$ cat src/rtl/mmio_uart_tx.sv
// rtl/mmio_uart_tx.sv - memory-mapped 8N1 UART transmitter with a small TX FIFO
// TXDATA stores queue bytes; STATUS loads report FIFO and shifter state combinationally.
module mmio_uart_tx #(
  parameter int           W          = 32,
  parameter logic [W-1:0] BASE_ADDR  = 32'hFFFF_0000,
  parameter int           CLK_DIV    = 16,
  parameter int           FIFO_DEPTH = 4
) (
  input  logic         clk,
  input  logic         rst,
  input  logic         store_en,
  input  logic [W-1:0] s_addr,
  input  logic [W-1:0] s_data,
  input  logic         load_en,
  input  logic [W-1:0] l_addr,
  output logic [W-1:0] l_data,
  output logic         l_hit,
  output logic         tx,
  output logic         busy
);

  localparam int AW = (FIFO_DEPTH > 1) ? $clog2(FIFO_DEPTH) : 1;
  localparam int CW = $clog2(FIFO_DEPTH + 1);
  localparam int BW = (CLK_DIV > 1) ? $clog2(CLK_DIV) : 1;

  localparam logic [W-1:0]  A_TXDATA = BASE_ADDR;
  localparam logic [W-1:0]  A_STATUS = BASE_ADDR + W'(4);
  localparam logic [W-1:0]  A_CTRL   = BASE_ADDR + W'(8);
  localparam logic [CW-1:0] DEPTH_C  = CW'(FIFO_DEPTH);
  localparam logic [BW-1:0] BAUD_TC  = BW'(CLK_DIV - 1);

  typedef enum logic [1:0] {S_IDLE, S_START, S_DATA, S_STOP} state_t;

  logic [7:0]    r_mem [FIFO_DEPTH];
  logic [AW-1:0] r_wr_ptr;
  logic [AW-1:0] r_rd_ptr;
  logic [CW-1:0] r_count;
  logic          r_overflow;

  state_t        r_state;
  logic [7:0]    r_shift;
  logic [2:0]    r_bit_idx;
  logic [BW-1:0] r_baud;
  logic          r_tx;

  logic          w_full;
  logic          w_empty;
  logic          w_wr_txdata;
  logic          w_wr_ctrl;
  logic          w_push;
  logic          w_pop;
  logic          w_baud_tc;
  logic [W-1:0]  w_status;
  logic          w_unused_sdata;

  assign w_full         = (r_count == DEPTH_C);
  assign w_empty        = (r_count == '0);
  assign w_wr_txdata    = store_en && (s_addr == A_TXDATA);
  assign w_wr_ctrl      = store_en && (s_addr == A_CTRL);
  assign w_push         = w_wr_txdata && !w_full;
  assign w_pop          = (r_state == S_IDLE) && !w_empty;
  assign w_baud_tc      = (r_baud == BAUD_TC);
  assign w_unused_sdata = &{1'b0, s_data[W-1:8]};

  assign tx   = r_tx;
  assign busy = (r_state != S_IDLE) || !w_empty;

  always_comb begin
    w_status          = '0;
    w_status[0]       = w_full;
    w_status[1]       = w_empty;
    w_status[2]       = busy;
    w_status[3]       = r_overflow;
    w_status[8 +: CW] = r_count;
  end

  always_comb begin
    l_hit  = load_en && ((l_addr == A_TXDATA) || (l_addr == A_STATUS) || (l_addr == A_CTRL));
    l_data = (load_en && (l_addr == A_STATUS)) ? w_status : '0;
  end

  // Full is sampled before the edge, so a pop on the same edge cannot make room for a push.
  always_ff @(posedge clk or posedge rst) begin
    if (rst) begin
      r_wr_ptr   <= '0;
      r_rd_ptr   <= '0;
      r_count    <= '0;
      r_overflow <= 1'b0;
    end else begin
      if (w_push) r_wr_ptr <= r_wr_ptr + 1'b1;
      if (w_pop)  r_rd_ptr <= r_rd_ptr + 1'b1;
      case ({w_push, w_pop})
        2'b10:   r_count <= r_count + 1'b1;
        2'b01:   r_count <= r_count - 1'b1;
        default: ;
      endcase
      if (w_wr_txdata && w_full) r_overflow <= 1'b1;
      else if (w_wr_ctrl)        r_overflow <= 1'b0;
    end
  end

  always_ff @(posedge clk) begin
    if (w_push) r_mem[r_wr_ptr] <= s_data[7:0];
  end

  always_ff @(posedge clk or posedge rst) begin
    if (rst) begin
      r_state   <= S_IDLE;
      r_tx      <= 1'b1;
      r_shift   <= '0;
      r_bit_idx <= '0;
      r_baud    <= '0;
    end else begin
      case (r_state)
        S_IDLE: begin
          r_tx   <= 1'b1;
          r_baud <= '0;
          if (!w_empty) begin
            r_shift <= r_mem[r_rd_ptr];
            r_tx    <= 1'b0;
            r_state <= S_START;
          end
        end
        S_START: begin
          if (w_baud_tc) begin
            r_baud    <= '0;
            r_bit_idx <= '0;
            r_tx      <= r_shift[0];
            r_state   <= S_DATA;
          end else begin
            r_baud <= r_baud + 1'b1;
          end
        end
        S_DATA: begin
          if (w_baud_tc) begin
            r_baud <= '0;
            if (r_bit_idx == 3'd7) begin
              r_tx    <= 1'b1;
              r_state <= S_STOP;
            end else begin
              r_shift   <= {1'b0, r_shift[7:1]};
              r_bit_idx <= r_bit_idx + 1'b1;
              r_tx      <= r_shift[1];
            end
          end else begin
            r_baud <= r_baud + 1'b1;
          end
        end
        S_STOP: begin
          if (w_baud_tc) begin
            r_baud  <= '0;
            r_state <= S_IDLE;
          end else begin
            r_baud <= r_baud + 1'b1;
          end
        end
        default: r_state <= S_IDLE;
      endcase
    end
  end

endmodule

$ cat config.mk
export PLATFORM = sky130hd
export DESIGN_NAME = mmio_uart_tx
export DESIGN_NICKNAME = d
export VERILOG_FILES = /design/src/rtl/mmio_uart_tx.sv
export SDC_FILE = /design/constraint.sdc
export NUM_CORES = 1
export LEC_CHECK = 0
export CORE_ASPECT_RATIO = 1.25
export CORE_MARGIN = 2
export CORE_UTILIZATION = 38
export DETAILED_ROUTE_END_ITERATION = 12
export GPL_TIMING_DRIVEN = 0
export HOLD_SLACK_MARGIN = 0.15
export PLACE_DENSITY_LB_ADDON = 0.3
export SYNTH_ARGS = -nofsm -noshare
export SYNTH_HDL_FRONTEND = slang
export SYNTH_SLANG_ARGS = --single-unit
$ cat constraint.sdc
create_clock -name clk -period 1.95 [get_ports clk]
set_input_delay 0.2925 -clock clk [delete_from_list [all_inputs] [get_ports clk]]
set_output_delay 0.2925 -clock clk [all_outputs]
set_load 0.02 [all_outputs]
Word level (Yosys, flattened, before mapping)
Memories as Yosys holds them, arrays and structs flattened.
Cells that the tools add are included.
{"block": "word_totals", "mem_count": 1, "output_inout_bits": 35, "ramBits": 32, "inputBits": 100, "word_cells": 87, "regBits": 26}
{"name": "r_mem", "words": 4, "width": 8, "rd": 1, "rd_clocked_by_memory_dff": 0, "write_ports": 1, "line": "34", "source": "logic [7:0] r_mem [FIFO_DEPTH];"}
{"block": "classes", "n_mux": 27, "n_reduce_logical": 25, "add_sub_neg": 6, "eq_ne": 19}
{"cell": "equality test 32 bit (second input constant)", "n": 5}
{"cell": "two-way mux 8 bit", "n": 3}
{"cell": "case mux 8 bit (2 select lines)", "n": 1}
{"cell": "inequality test 2 bit (second input constant)", "n": 6}
{"cell": "case mux 3 bit (2 select lines)", "n": 2}
{"cell": "two-way mux 11 bit", "n": 1}
{"cell": "two-way mux 2 bit", "n": 5}
{"cell": "nonzero test 2 bit", "n": 5}
{"cell": "two-way mux 3 bit", "n": 3}
{"cell": "two-way mux 1 bit", "n": 8}
{"cell": "case mux 2 bit (4 select lines)", "n": 1}
{"cell": "case mux 4 bit (2 select lines)", "n": 1}
{"cell": "AND reduction 4 bit", "n": 2}
{"cell": "logical AND 1 bit", "n": 7}
{"cell": "adder 3 x 1 -> 3 bit (second input constant)", "n": 2}
{"cell": "equality test 2 bit (second input constant)", "n": 3}
{"cell": "equality test 3 bit (second input constant)", "n": 2}
{"cell": "AND reduction 5 bit", "n": 1}
{"cell": "adder 2 x 1 -> 2 bit (second input constant)", "n": 2}
{"cell": "adder 4 x 1 -> 4 bit (second input constant)", "n": 1}
{"cell": "equality test 2 x 1 -> 1 bit (second input constant)", "n": 2}
{"cell": "equality test 4 bit (second input constant)", "n": 1}
{"cell": "two-way mux 4 bit", "n": 1}
{"cell": "zero test 3 bit", "n": 1}
{"cell": "8 further kinds", "n": 11}

Depth between registers and ports, before layout
{"block": "depth", "ltp_word": 5, "mapped_depth": 9, "mapped_depth_nobuf": 9}

Least setup slack after synthesis
Ideal clock, no wire load.
{"block": "synth_timing", "path_type": "register to register", "startpoint": "register r_state[0]", "endpoint": "register r_count[2]", "setup_time_ns": 0.079, "required_ns": 1.871, "path_buffers": 0, "t_arrival_ns": 1.943, "setup_slack_ns": -0.072, "path_stages_with_launch": 10, "period_less_slack_ns": 2.022, "cell_sequence": "dfrtp_1 -> inv_1 -> ha_1 -> nor2b_1 -> ha_1 -> inv_1 -> fa_1 -> xor2_1 -> nor2_1 -> xor2_1"}
{"block": "synth_between", "elab_chain_len": 4, "elab_cells_between_ends": 6}
{"element": "from (decl)", "line": "40", "source": "state_t r_state;"}
{"element": "from (signal assigned)", "line": "108", "source": "r_state <= S_IDLE;"}
{"element": "from (signal assigned)", "line": "121", "source": "r_state <= S_START;"}
{"element": "from (signal assigned)", "line": "129", "source": "r_state <= S_DATA;"}
{"element": "zero test 2 bit *", "line": "61", "source": "assign w_pop = (r_state == S_IDLE) && !w_empty;"}
{"element": "logical AND 1 bit *", "line": "61"}
{"element": "net w_pop", "line": "51", "source": "logic w_pop;"}
{"element": "equality test 2 x 1 -> 1 bit / equality test 2 bit (equally long branches)", "line": "92", "source": "case ({w_push, w_pop})"}
{"element": "case mux 3 bit (2 select lines) / nonzero test 2 bit (equally long branches)"}
{"element": "to (signal assigned)", "line": "93", "source": "2'b10: r_count <= r_count + 1'b1;"}
{"element": "to (signal assigned)", "line": "94", "source": "2'b01: r_count <= r_count - 1'b1;"}
{"element": "to (decl)", "line": "37", "source": "logic [CW-1:0] r_count;"}
Mark *: on every way through the listed nets, which the timed path passes. The rest lies on a longest branch.
A chain may end at the register's enable or synchronous reset.

Final worst setup path
{"block": "layout_timing", "startpoint": "input port s_addr[23]", "endpoint": "register r_count[2]"}
{"block": "layout_between", "elab_chain_len": 5, "elab_cells_between_ends": 7}
{"element": "from (decl)", "line": "12", "source": "input logic [W-1:0] s_addr,"}
{"element": "equality test 32 bit *", "line": "58", "source": "assign w_wr_txdata = store_en && (s_addr == A_TXDATA);"}
{"element": "logical AND 1 bit *", "line": "58"}
{"element": "logical AND 1 bit *", "line": "60", "source": "assign w_push = w_wr_txdata && !w_full;"}
{"element": "equality test 2 x 1 -> 1 bit / equality test 2 bit (equally long branches)", "line": "92"}
{"element": "case mux 3 bit (2 select lines) / nonzero test 2 bit (equally long branches)"}
Every way passes the cells marked *; elsewhere a longest branch is shown, timed or not.

==> impl_metrics.env <==
export IMPL_worst_pin_slew_ns=0.984
export IMPL_die_area_um2=8790
export IMPL_cts_root_buf="clkbuf_8"
export IMPL_synth_cell_types=42
export IMPL_finalHoldViolations=0
export IMPL_multiInputGateArea_um2=1430
export IMPL_setup_viol=0
export IMPL_rows=36
export IMPL_grt_pass1_wl_mm=10.6
export IMPL_avgViaCountPerCell=4.72
export IMPL_cap_violations=0
export IMPL_worst_slack_ns=0.00451
export IMPL_vias=2180
export IMPL_power_density_nw_per_um2=806
export IMPL_wire_per_inst_um=14.4
export IMPL_numCtsBuffers=9
export IMPL_port_buffers=85
export IMPL_synth_warnings=0
export IMPL_drc=0
export IMPL_h_tree_depth=3
export IMPL_dp_slack_ns=-0.691
export IMPL_worstHoldPathType="primary input to asynchronous set/reset pin"
export IMPL_cp_end_kind="flop"
export IMPL_cp_slowest_stage_delay_ns=0.47
export IMPL_cp_start_kind="primary input"
export IMPL_synth_async_reset_ratio=0.448
export IMPL_critPathBufInv=2
export IMPL_gp_congestion=0.711
export IMPL_cts_tree="built"
export IMPL_clock_sinks=58
export IMPL_slew_headroom=0.343
export IMPL_crit_path_top_delay_cell="clkdlybuf4s50_1"
export IMPL_first_pass_iters=4
export IMPL_regArea_um2=1620
export IMPL_antenna_found_initial=0
export IMPL_synth_seq_area_share=0.527
export IMPL_synth_seq_cells=58
export IMPL_worstPathMaxFanout=3
export IMPL_ir_drop_v=0.000590
export IMPL_drt_total_wl_mm=6.65
export IMPL_outcome="finished clean"
export IMPL_leakagePower_nw=2.01
export IMPL_area_growth_pct=51.2
export IMPL_critPathTopFamily="simple AND/OR/NAND/NOR gates"
export IMPL_initialDrtViolationCount=47
export IMPL_track_usage=0.156
export IMPL_clock_latency_ns=0.34
export IMPL_n_antenna_cell=0
export IMPL_fin_cells=462
export IMPL_worstSetupPathType="primary input to flop"
export IMPL_grt_pass1_vias=2195
export IMPL_finalCriticalPeriod_ns=1.95
export IMPL_fmax_mhz=514
export IMPL_ioPinCount=135
export IMPL_netlist_instances=226
export IMPL_synthFlopType="edfxtp_1"
export IMPL_die_h_um=104
export IMPL_initial_core_util=0.393
export IMPL_clk_pin_slew_ns=0.07
export IMPL_synth_area_um2=3060
export IMPL_grt_max_degree=27
export IMPL_rsz0062_at_grt="yes"
export IMPL_syn_avg_cell_area_um2=13.5
export IMPL_overflow=0
export IMPL_fin_nets=475
export IMPL_drv_slew=0
export IMPL_finalCritPeriodShare=0.998
export IMPL_worst_clock_skew_ns=0.00885
export IMPL_drive_above_1_share=0.365
export IMPL_cp_common_cell="xor2_1"
export IMPL_coreArea_um2=7790
export IMPL_die_x_um=84.3
export IMPL_place_inst=430
export IMPL_nFillCells=637
export IMPL_synth_edff_count=32
export IMPL_cp_required_ns=2.18
export IMPL_cts_path_max_buffers=2
export IMPL_dp_hpwl_mm=4.73
export IMPL_cp_data_arrival_time_ns=2.17
export IMPL_crit_chain="clkdlybuf4s50_1 > nand2_2 > nor4_4 > nand4_4 > ha_4 > inv_2 > fa_2 > xor2_1 > nor2_1 > xor2_1"
export IMPL_cp_depth=10
export IMPL_reg2reg_depth=9
export IMPL_final_antenna_net_count=0
-- per-stage QoR --
stage | power, W | cell area (µm²) | util | TNS, ns | hold slack, ns
after floorplan | 0.00214 | 3160 | - | 0 | 0.332
after global placement | 0.00241 | 4130 | 0.530 | -25.70 | 0.486
after detailed placement | 0.00243 | 4130 | 0.530 | -26.59 | 0.489
after CTS | 0.00375 | 4560 | 0.586 | -0.00433 | 0.505
after global routing | 0.00391 | 4630 | 0.594 | -0.0633 | 0.530
final | 0.00373 | 4630 | 0.594 | 0 | 0.482
-- flip-flops by register name (all words and copies together), names as in the netlist, 2 cells and up --
signal / count
r_count: 3
r_state: 2
r_wr_ptr: 2
r_bit_idx: 3
r_shift: 8
r_baud: 4
r_rd_ptr: 2
r_mem: 32
-- per-layer routing --
metal | track usage | vias to the layer above | routed length, µm
li1 | - | 1059 | -
met1 | 0.166 | 1050 | 2490
met2 | 0.285 | 58 | 3750
met3 | 0.0325 | 13 | 255
met4 | 0.0818 | 0 | 155
met5 | 0 | - | 0
-- layout by cell type, fill, tap and decap left out, types with 6 or more instances in the layout --
cell             netlist  final
buf_4                 25     38
ha_1                  12      9
mux2_4                 7      7
dlygate4sd2_1          0     30
conb_1                 1     25
o21ai_0                6      6
and2_4                 0      7
dlymetal6s2s_1         0      6
dfrtp_1               25     22
clkdlybuf4s15_1        0      7
clkdlybuf4s50_1        0     32
mux4_2                 7      7
edfxtp_1              32     32
inv_1                 14     11
buf_6                  3     11
clkbuf_8               0      9
mux2_2                10     10
-- worst reg2reg max path, stage by stage (launching register included) --
cell     delay (ns)
dfrtp_2        0.44
nor3b_4        0.26
nor2_2         0.08
nand4_4        0.12
ha_4           0.15
inv_2          0.04
fa_2           0.32
xor2_1         0.15
nor2_1         0.13
xor2_1         0.16
-- worst paths after layout --
path | start | end | slack, ns
hold / removal | rst | r_baud[0] | 0.48
min in group clk | r_baud[0] | r_baud[0] | 0.50
hold reg to reg | r_baud[0] | r_baud[0] | 0.50
setup / recovery | s_addr[23] | r_count[2] | 0.005
max in group asynchronous | rst | r_count[0] | 0.79
setup reg to reg | r_count[1] | r_count[2] | 0.03
-- cells by family after synthesis --
family / after synthesis / synth area share
and+or+nand+nor: 60 / 0.129
DFF: 58 / 0.527
buffers and inverters: 43 / 0.0908
muxes: 28 / 0.141
AOI/OAI and AO/OA: 16 / 0.0347
adders and majority gates: 13 / 0.0556
xor gates and xnor gates: 7 / 0.0200
other: 1 / 0.00123
-- synthesized netlist by cell type, types with 2 or more instances --
| cell | instances | area, µm² |
|---|---|---|
| and4b_1 | 2 | 20.0 |
| nand2_1 | 5 | 18.8 |
| nor4b_1 | 2 | 17.5 |
| dfrtp_1 | 25 | 626 |
| a22o_1 | 4 | 35.0 |
| o21ai_0 | 6 | 30.0 |
| nor2b_1 | 4 | 25.0 |
| xor2_1 | 4 | 35.0 |
| nor4_1 | 6 | 37.5 |
| inv_1 | 14 | 52.6 |
| and4_1 | 4 | 35.0 |
| nor2_1 | 10 | 37.5 |
| ha_1 | 12 | 150 |
| nor3_1 | 4 | 20.0 |
| buf_6 | 3 | 33.8 |
| edfxtp_1 | 32 | 961 |
| a21oi_1 | 3 | 15.0 |
| mux2i_1 | 2 | 20.0 |
| mux4_2 | 7 | 158 |
| nand4b_1 | 2 | 17.5 |
| xnor2_1 | 3 | 26.3 |
| mux2_4 | 7 | 105 |
| buf_4 | 25 | 188 |
| and2_1 | 8 | 50.1 |
| nand4_1 | 5 | 31.3 |
| mux2_2 | 10 | 113 |
| nand3_1 | 2 | 10.0 |
-- layout make-up --
type	count	area share
tap	95	0.0257
clock buffer	9	0.0268
inverter	14	0.0114
buffer	29	0.0487
timing repair buffer	101	0.210
clock inverter	7	0.0203
sequential	58	0.349
multi-input combinational	149	0.308
-- where the power goes --
| group | total (W) | switching (W) | internal (W) |
|---|---|---|---|
| logic | 0.000959 | 0.000371 | 0.000588 |
| clock network | 0.00122 | 0.000504 | 0.000716 |
| registers | 0.00155 | 0.000109 | 0.00144 |
| total | 0.00373 | 0.000984 | 0.00275 |
-- timing repair --
item,CTS,global route
buffers inserted,14,2
pin swaps,28,16
hold buffers,0,0
resized for setup,120,25
endpoints found under the setup margin,51,19
Power figures use the tool's default switching activity.
